$ cat config.mk
export PLATFORM = sky130hd
export DESIGN_NAME = frame_avg_accum
export DESIGN_NICKNAME = d
export VERILOG_FILES = /design/src/rtl/frame_avg_accum.sv
export SDC_FILE = /design/constraint.sdc
export NUM_CORES = 2
export LEC_CHECK = 0
export BUFFER_PORTS_ARGS = -buffer_cell sky130_fd_sc_hd__buf_4
export CORE_UTILIZATION = 60
export DETAILED_ROUTE_END_ITERATION = 6
export PLACE_DENSITY = 0.76
export SLEW_MARGIN = 25
export SYNTH_ARGS = -nofsm -noshare
export SYNTH_HDL_FRONTEND = slang
export SYNTH_MEMORY_MAX_BITS = 65536
export SYNTH_SLANG_ARGS = --single-unit
$ cat constraint.sdc
create_clock -name i_clk -period 13.95 [get_ports i_clk]
set_input_delay 0.6975 -clock i_clk [delete_from_list [all_inputs] [get_ports i_clk]]
set_output_delay 0.6975 -clock i_clk [all_outputs]
set_load 0.02 [all_outputs]
$ cat src/rtl/frame_avg_accum.sv
// frame_avg_accum: coherent frame averager placed ahead of the FFT core.
// Sums 2^NAVG_LOG2 frames bin by bin and streams the average during the last frame.
`default_nettype none

module frame_avg_accum #(
  parameter int DATA_W         = 32,
  parameter int FRAME_LEN_LOG2 = 7,
  parameter int NAVG_LOG2      = 2,
  parameter int ROUND          = 1
) (
  input  logic                                       i_clk,
  input  logic                                       i_rst_n,
  input  logic                                       i_clear,
  input  logic [DATA_W-1:0]                          i_data,
  input  logic                                       i_data_valid,
  output logic                                       o_data_ready,
  output logic [DATA_W-1:0]                          o_data,
  output logic                                       o_data_valid,
  input  logic                                       i_data_ready,
  output logic                                       o_last,
  output logic [FRAME_LEN_LOG2-1:0]                  o_index,
  output logic [((NAVG_LOG2 > 0) ? NAVG_LOG2 : 1)-1:0] o_frame
);

  localparam int FRAME_W = (NAVG_LOG2 > 0) ? NAVG_LOG2 : 1;
  localparam int ACC_W   = DATA_W + NAVG_LOG2;
  localparam int DEPTH   = 1 << FRAME_LEN_LOG2;

  localparam logic [FRAME_W-1:0]        LAST_FRAME = FRAME_W'((1 << NAVG_LOG2) - 1);
  localparam logic [FRAME_LEN_LOG2-1:0] LAST_BIN   = '1;
  // Half an LSB of the averaged result; zero when truncating or not averaging.
  localparam logic signed [ACC_W-1:0]   BIAS       =
    (ROUND != 0) ? ACC_W'((2 ** NAVG_LOG2) / 2) : '0;

  logic signed [ACC_W-1:0]   acc_mem [DEPTH];
  logic [FRAME_LEN_LOG2-1:0] index;
  logic [FRAME_W-1:0]        frame;

  logic                      out_phase;
  logic                      accept;
  logic                      handshake;
  logic signed [ACC_W-1:0]   data_ext;
  logic signed [ACC_W-1:0]   acc_rd;
  logic signed [ACC_W-1:0]   sum;
  logic signed [ACC_W-1:0]   rounded;
  logic [DATA_W-1:0]         avg;

  always_comb begin
    out_phase    = (frame == LAST_FRAME);
    // Only the final frame can be blocked, and only by an undrained output.
    o_data_ready = out_phase ? (!o_data_valid || i_data_ready) : 1'b1;
    accept       = i_data_valid && o_data_ready;
    handshake    = o_data_valid && i_data_ready;
    data_ext     = ACC_W'($signed(i_data));
    // Frame 0 ignores whatever the RAM holds, so stale sums never need clearing.
    acc_rd       = (frame == '0) ? '0 : acc_mem[index];
    sum          = data_ext + acc_rd;
    rounded      = sum + BIAS;
    avg          = DATA_W'(rounded >>> NAVG_LOG2);
  end

  always_ff @(posedge i_clk) begin
    if (i_rst_n && !i_clear && accept && !out_phase) begin
      acc_mem[index] <= sum;
    end
  end

  always_ff @(posedge i_clk) begin
    if (!i_rst_n) begin
      index        <= '0;
      frame        <= '0;
      o_data       <= '0;
      o_data_valid <= 1'b0;
      o_last       <= 1'b0;
    end else if (i_clear) begin
      index        <= '0;
      frame        <= '0;
      o_data_valid <= 1'b0;
      o_last       <= 1'b0;
    end else begin
      if (accept) begin
        index <= index + FRAME_LEN_LOG2'(1);
        if (index == LAST_BIN) begin
          frame <= (frame == LAST_FRAME) ? '0 : frame + FRAME_W'(1);
        end
      end
      if (accept && out_phase) begin
        o_data       <= avg;
        o_data_valid <= 1'b1;
        o_last       <= (index == LAST_BIN);
      end else if (handshake) begin
        o_data_valid <= 1'b0;
        o_last       <= 1'b0;
      end
    end
  end

  assign o_index = index;
  assign o_frame = frame;

endmodule

`default_nettype wire

Yosys cells after proc, flatten, opt, wreduce, memory -nomap -nowiden
Memory sizes are Yosys's and may differ from the RTL's. A register that Yosys moved wholly into a read port is not among the register bits.
Index checks and enable logic that the tools add are counted.
- bits in registers: 43
- bits in writable memories: 4352
- input bits: 37
- output and inout bits: 44
- word-level logic and storage cells: 39
- memories kept: 1
- $add $sub $neg: 4
- eq/ne operators: 2
- multiplexer cells: 10
- bitwise gates (word level): 2
- reduce and logical (&&, ||, !) cells: 15
- memory list (memory ; words ; bits a word ; read ports ; clocked after memory_dff ; write ports ; line ; RTL):
    acc_mem ; 128 ; 34 ; 1 ; 1 ; 1 ; 35 ; logic signed [ACC_W-1:0] acc_mem [DEPTH];
- operators with widths (operator ; count):
    32-bit by 34-bit adder with 34-bit output ; 1
    34-bit by 3-bit adder with 34-bit output, second input constant ; 1
    34-bit 2-to-1 mux ; 1
    7-bit 2-to-1 mux ; 2
    7-bit by 1-bit adder with 7-bit output, second input constant ; 1
    7-bit equality test, second input constant ; 1
    1-bit logical AND ; 6
    1-bit 2-to-1 mux ; 6
    2-bit AND reduction ; 2
    1-bit logical NOT ; 3
    2-bit by 1-bit adder with 2-bit output, second input constant ; 1
    2-bit equality test, second input constant ; 1
    2-bit logical NOT ; 1
    2-bit 2-to-1 mux ; 1
    1-bit NOT ; 2
    2-bit nonzero test ; 1
    2-bit OR reduction ; 1
    1-bit logical OR ; 1

Longest topological paths before layout
- depth in word-level cells: 8
- gate-level depth with buffers: 24
- mapped depth without buffers: 17

Worst setup path before layout
OpenSTA, ideal clock, no wires.
- path type: reg2reg
- start: reg (tool-made name)
- end: reg o_data[26]
- library setup time: 0.077 ns
- data arrival time: 12.233 ns
- required time: 13.873 ns
- setup slack: 1.640 ns
- stages on the path, launching flop included: 23
- period minus slack after synthesis: 12.310 ns
- path through: dfxtp_1 buf_2 buf_4 buf_2 clkbuf_1 buf_2 mux4_2 mux4_2 mux4_2 mux2i_1 nor2_1 ha_1 buf_2 a21oi_2 a211o_1 a21boi_1 o311ai_1 nand3_1 nor4_4 nand4_2 nand3b_1 xor2_1 a21oi_1
- RTL lines (what ; line ; RTL):
    to (signal assigned) ; 88 ; o_data <= avg;
    to (decl) ; 17 ; output logic [DATA_W-1:0] o_data,

==> impl_metrics.py <==
metrics = {
    "clock_network": {
        "tritoncts": "yes",
        "cts.sinks": 4402,
        "clock_latency_ns": 0.96,
        "cts.htree.levels": 5,
        "clock_path_buffers": 4,
        "cts.clk_slew.worst_paths_ns": 0.06,
        "cts_buffers": 409,
        "clockRootBuffer": "clkbuf_16",
        "cts_resized": 0,
        "cts_setup_buffers": 0,
        "postCtsHoldBufs": 0,
    },
    "route": {
        "initialDrtViolationCount": 13400,
        "viasPerCell": 7.23,
        "ant_nets": 0,
        "wl_per_cell_um": 40.5,
        "routed_wl_um": 465000,
        "route.detailed.drc": 1,
        "num_vias": 82800,
        "first_pass_iters": 7,
    },
    "worst_setup_path": {
        "start_kind": "flop",
        "critical_path.endpoint_type": "flop",
        "worstSetupPathType": "reg -> reg",
        "worst-path-max-fanout": 82,
        "rr_worst_depth": 19,
        "r2r-end": "o_data[30]$_SDFFE_PN0P_",
        "r2r_slack_ns": 4.68,
        "critical_path_required_ns": 14.81,
        "arrival_ns": 10.13,
    },
    "worst_hold_path": {
        "hold_depth": 3,
        "min_to": "o_data_valid$_SDFFE_PP0P_",
        "hold_path_class": "in -> reg",
        "hold_path_startpoint": "i_data_valid",
    },
    "synthesis": {
        "syn_inst": 7008,
        "syn_avg_cell_area_sq_um": 24.3,
        "synthTopCellsByArea": "edfxtp_1 77%, mux4_2 19%, dfxtp_1 0.59%",
        "syn_nets": 7083,
        "synth_edf_count": 4352,
        "synth.top_cells.by_count": "4352 x edfxtp_1, 1419 x mux4_2, 235 x nor2_1, 223 x clkbuf_1, 116 x buf_2",
        "seq_area_frac_synth_pct": 77.3,
        "yosys.cell_types.count": 87,
        "synthFlopType": "edfxtp_1",
        "async_flop_share_pct": 0,
        "yosys.area.top_type_share_pct": 76.7,
        "yosys.area.top_type": "edfxtp_1",
        "synth_most_common_cell": "edfxtp_1",
        "ys_seq_elements": 4402,
        "ys_warn_count": 0,
        "syn_area_sq_um": 170000,
    },
    "timing": {
        "fin_crit_ns": 9.27,
        "min_period_over_period_pct": 66.5,
        "setup_viol": 0,
        "report.final.slew_viol_count": 0,
        "holdWs_ns": 0.0458,
        "clock_skew_ns": 0.0669,
        "setup_tns_ns": 0,
        "hold_violations": 0,
        "maxSlewHeadroom_pct": 25.9,
        "rsz0062_at_grt": "false",
        "tightest_slew_ns": 1.11,
        "max_freq_mhz": 108,
        "setup_ws_ns": 4.68,
    },
    "run_status": {
        "violations": "design-rule violations",
        "status": "finished, violations left",
    },
    "global_routing": {
        "antenna_found_initial": 46,
        "grt_pass1_wl_um": 648000,
        "grt_overflow": 0,
        "grt_pass1_vias": 83900,
        "grt_max_degree": 173,
        "grt.total_usage_pct": 33.0,
    },
    "floorplan": {
        "design.core.area_sq_um": 282000,
        "dieArea_sq_um": 286000,
        "ios": 81,
        "die_x_um": 535,
        "initial_core_util_pct": 60.3,
        "die_h_um": 535,
        "row_count": 195,
    },
    "final_layout": {
        "drive_above_1_share_pct": 32.7,
        "area_delta_synth_final_pct": 11.9,
        "finalCoreUtilization_pct": 67.5,
        "nets": 7453,
    },
    "pwr": {
        "p_leak_nw": 56.7,
        "ir_worst_vdd_mv": 0.113,
        "p_per_area_nw_per_um2": 139,
    },
    "placement": {
        "dp_slack_ns": 4.63,
        "io_buffers": 80,
        "globalplace.congestion": 0.926,
        "dp_hpwl_um": 232000,
    },
    "job": {
        "cap_violations": 0,
    },
}
-- state kept, by name, summed over array words and instances (netlist names), named ones only --
name	count
o_frame	2
o_data_valid	1
o_data	32
acc_mem	4352
o_index	7
o_last	1
-- final cells by class --
| cell class | count | area, sq um |
|---|---|---|
| clock buffer | 522 | 10900 |
| inverter | 21 | 83.8 |
| multi-input combinational | 2218 | 38200 |
| antenna | 10 | 25.0 |
| tap | 3743 | 4680 |
| clock inverter | 214 | 2160 |
| fill | 16000 | 91700 |
| timing repair buffer | 326 | 2760 |
| sequential | 4402 | 132000 |
-- through the flow --
| step | std cells | total power (W) | area, sq um |
|---|---|---|---|
| after detailed placement | 10700 | 0.0156 | 177000 |
| after global routing | 11400 | 0.0270 | 191000 |
| after global placement | 10700 | 0.0156 | 177000 |
| final | 11500 | 0.0265 | 191000 |
| after floorplan | 7008 | 0.0154 | 170000 |
| after CTS | 11400 | 0.0265 | 190000 |
-- power breakdown --
part / internal (W) / leakage (nW) / switching (W)
Combinational: 0.000295 / 11.0 / 0.000539
Clock: 0.00626 / 6.33 / 0.00482
Sequential: 0.0145 / 39.3 / 0.00000707
Total: 0.0211 / 56.7 / 0.00537
-- cell usage in the layout (no fill, tap or decap), types with 33 or more instances in the layout --
| master | netlist | routed |
|---|---|---|
| edfxtp_1 | 4352 | 4352 |
| a21oi_1 | 41 | 41 |
| buf_4 | 5 | 298 |
| nor2_1 | 235 | 103 |
| clkinv_2 | 0 | 65 |
| dfxtp_1 | 50 | 44 |
| mux2i_1 | 39 | 39 |
| clkbuf_16 | 0 | 417 |
| clkbuf_1 | 223 | 97 |
| mux4_2 | 1419 | 1419 |
| nand3_1 | 38 | 33 |
| clkinv_1 | 0 | 76 |
| nand2_1 | 69 | 68 |
| ha_1 | 37 | 35 |
| bufinv_16 | 0 | 40 |
| nor2_4 | 0 | 132 |
| o21ai_0 | 36 | 36 |
-- worst max-delay path, stage by stage, from the launching register on --
cell and delay, ns:
dfxtp_4 0.93, buf_12 0.56, buf_4 0.74, mux4_2 0.60, mux4_2 0.60, mux4_2 0.56
mux2i_1 0.15, nor2_1 0.11, ha_1 0.42, a21oi_1 0.26, o21ai_0 0.29, a21o_1 0.29
a221o_1 0.34, o2111ai_1 0.28, a21oi_1 0.13, nor3_2 0.67, clkinv_2 0.82, buf_6 0.59
xnor2_1 0.25, a211oi_1 0.25
-- per-layer routing --
layer	wire, um	global-route usage, %	share of wire [%]	vias up
li1	-	-	-	31100
met1	155000	44.7	33	43600
met2	221000	51.4	48	7019
met3	65600	8.72	14	1114
met4	22200	14.1	4.8	26
met5	295	0	0.064	-
-- worst max-delay path by stage --
stage	start	endpoint	slack (ns)	depth (start not counted)
floorplan	flop	o_data[26]$_SDFFE_PN0P_	1.64	22
finish	flop	o_data[30]$_SDFFE_PN0P_	4.68	19
global route	flop	o_data[30]$_SDFFE_PN0P_	4.33	19
detailed placement	flop	o_data[30]$_SDFFE_PN0P_	4.63	19
CTS	flop	o_data[30]$_SDFFE_PN0P_	4.59	19
global placement	flop	o_data[30]$_SDFFE_PN0P_	4.27	19
-- cells by family (layout without fill, tap and decap cells) --
group / count (synthesis) / after routing / synth area share, %
flip-flops: 4402 / 4402 / 77.3
multiplexers: 1460 / 1460 / 19.0
AND/OR/NAND/NOR: 470 / 470 / 1.34
buffers and inverters: 388 / 1083 / 0.961
AO/OA/AOI/OAI: 206 / 206 / 0.855
XOR/XNOR: 44 / 44 / 0.231
adder cells (fa/ha/maj): 38 / 38 / 0.284
other: 0 / 10 / 0
(Power assumes the default switching activity.)
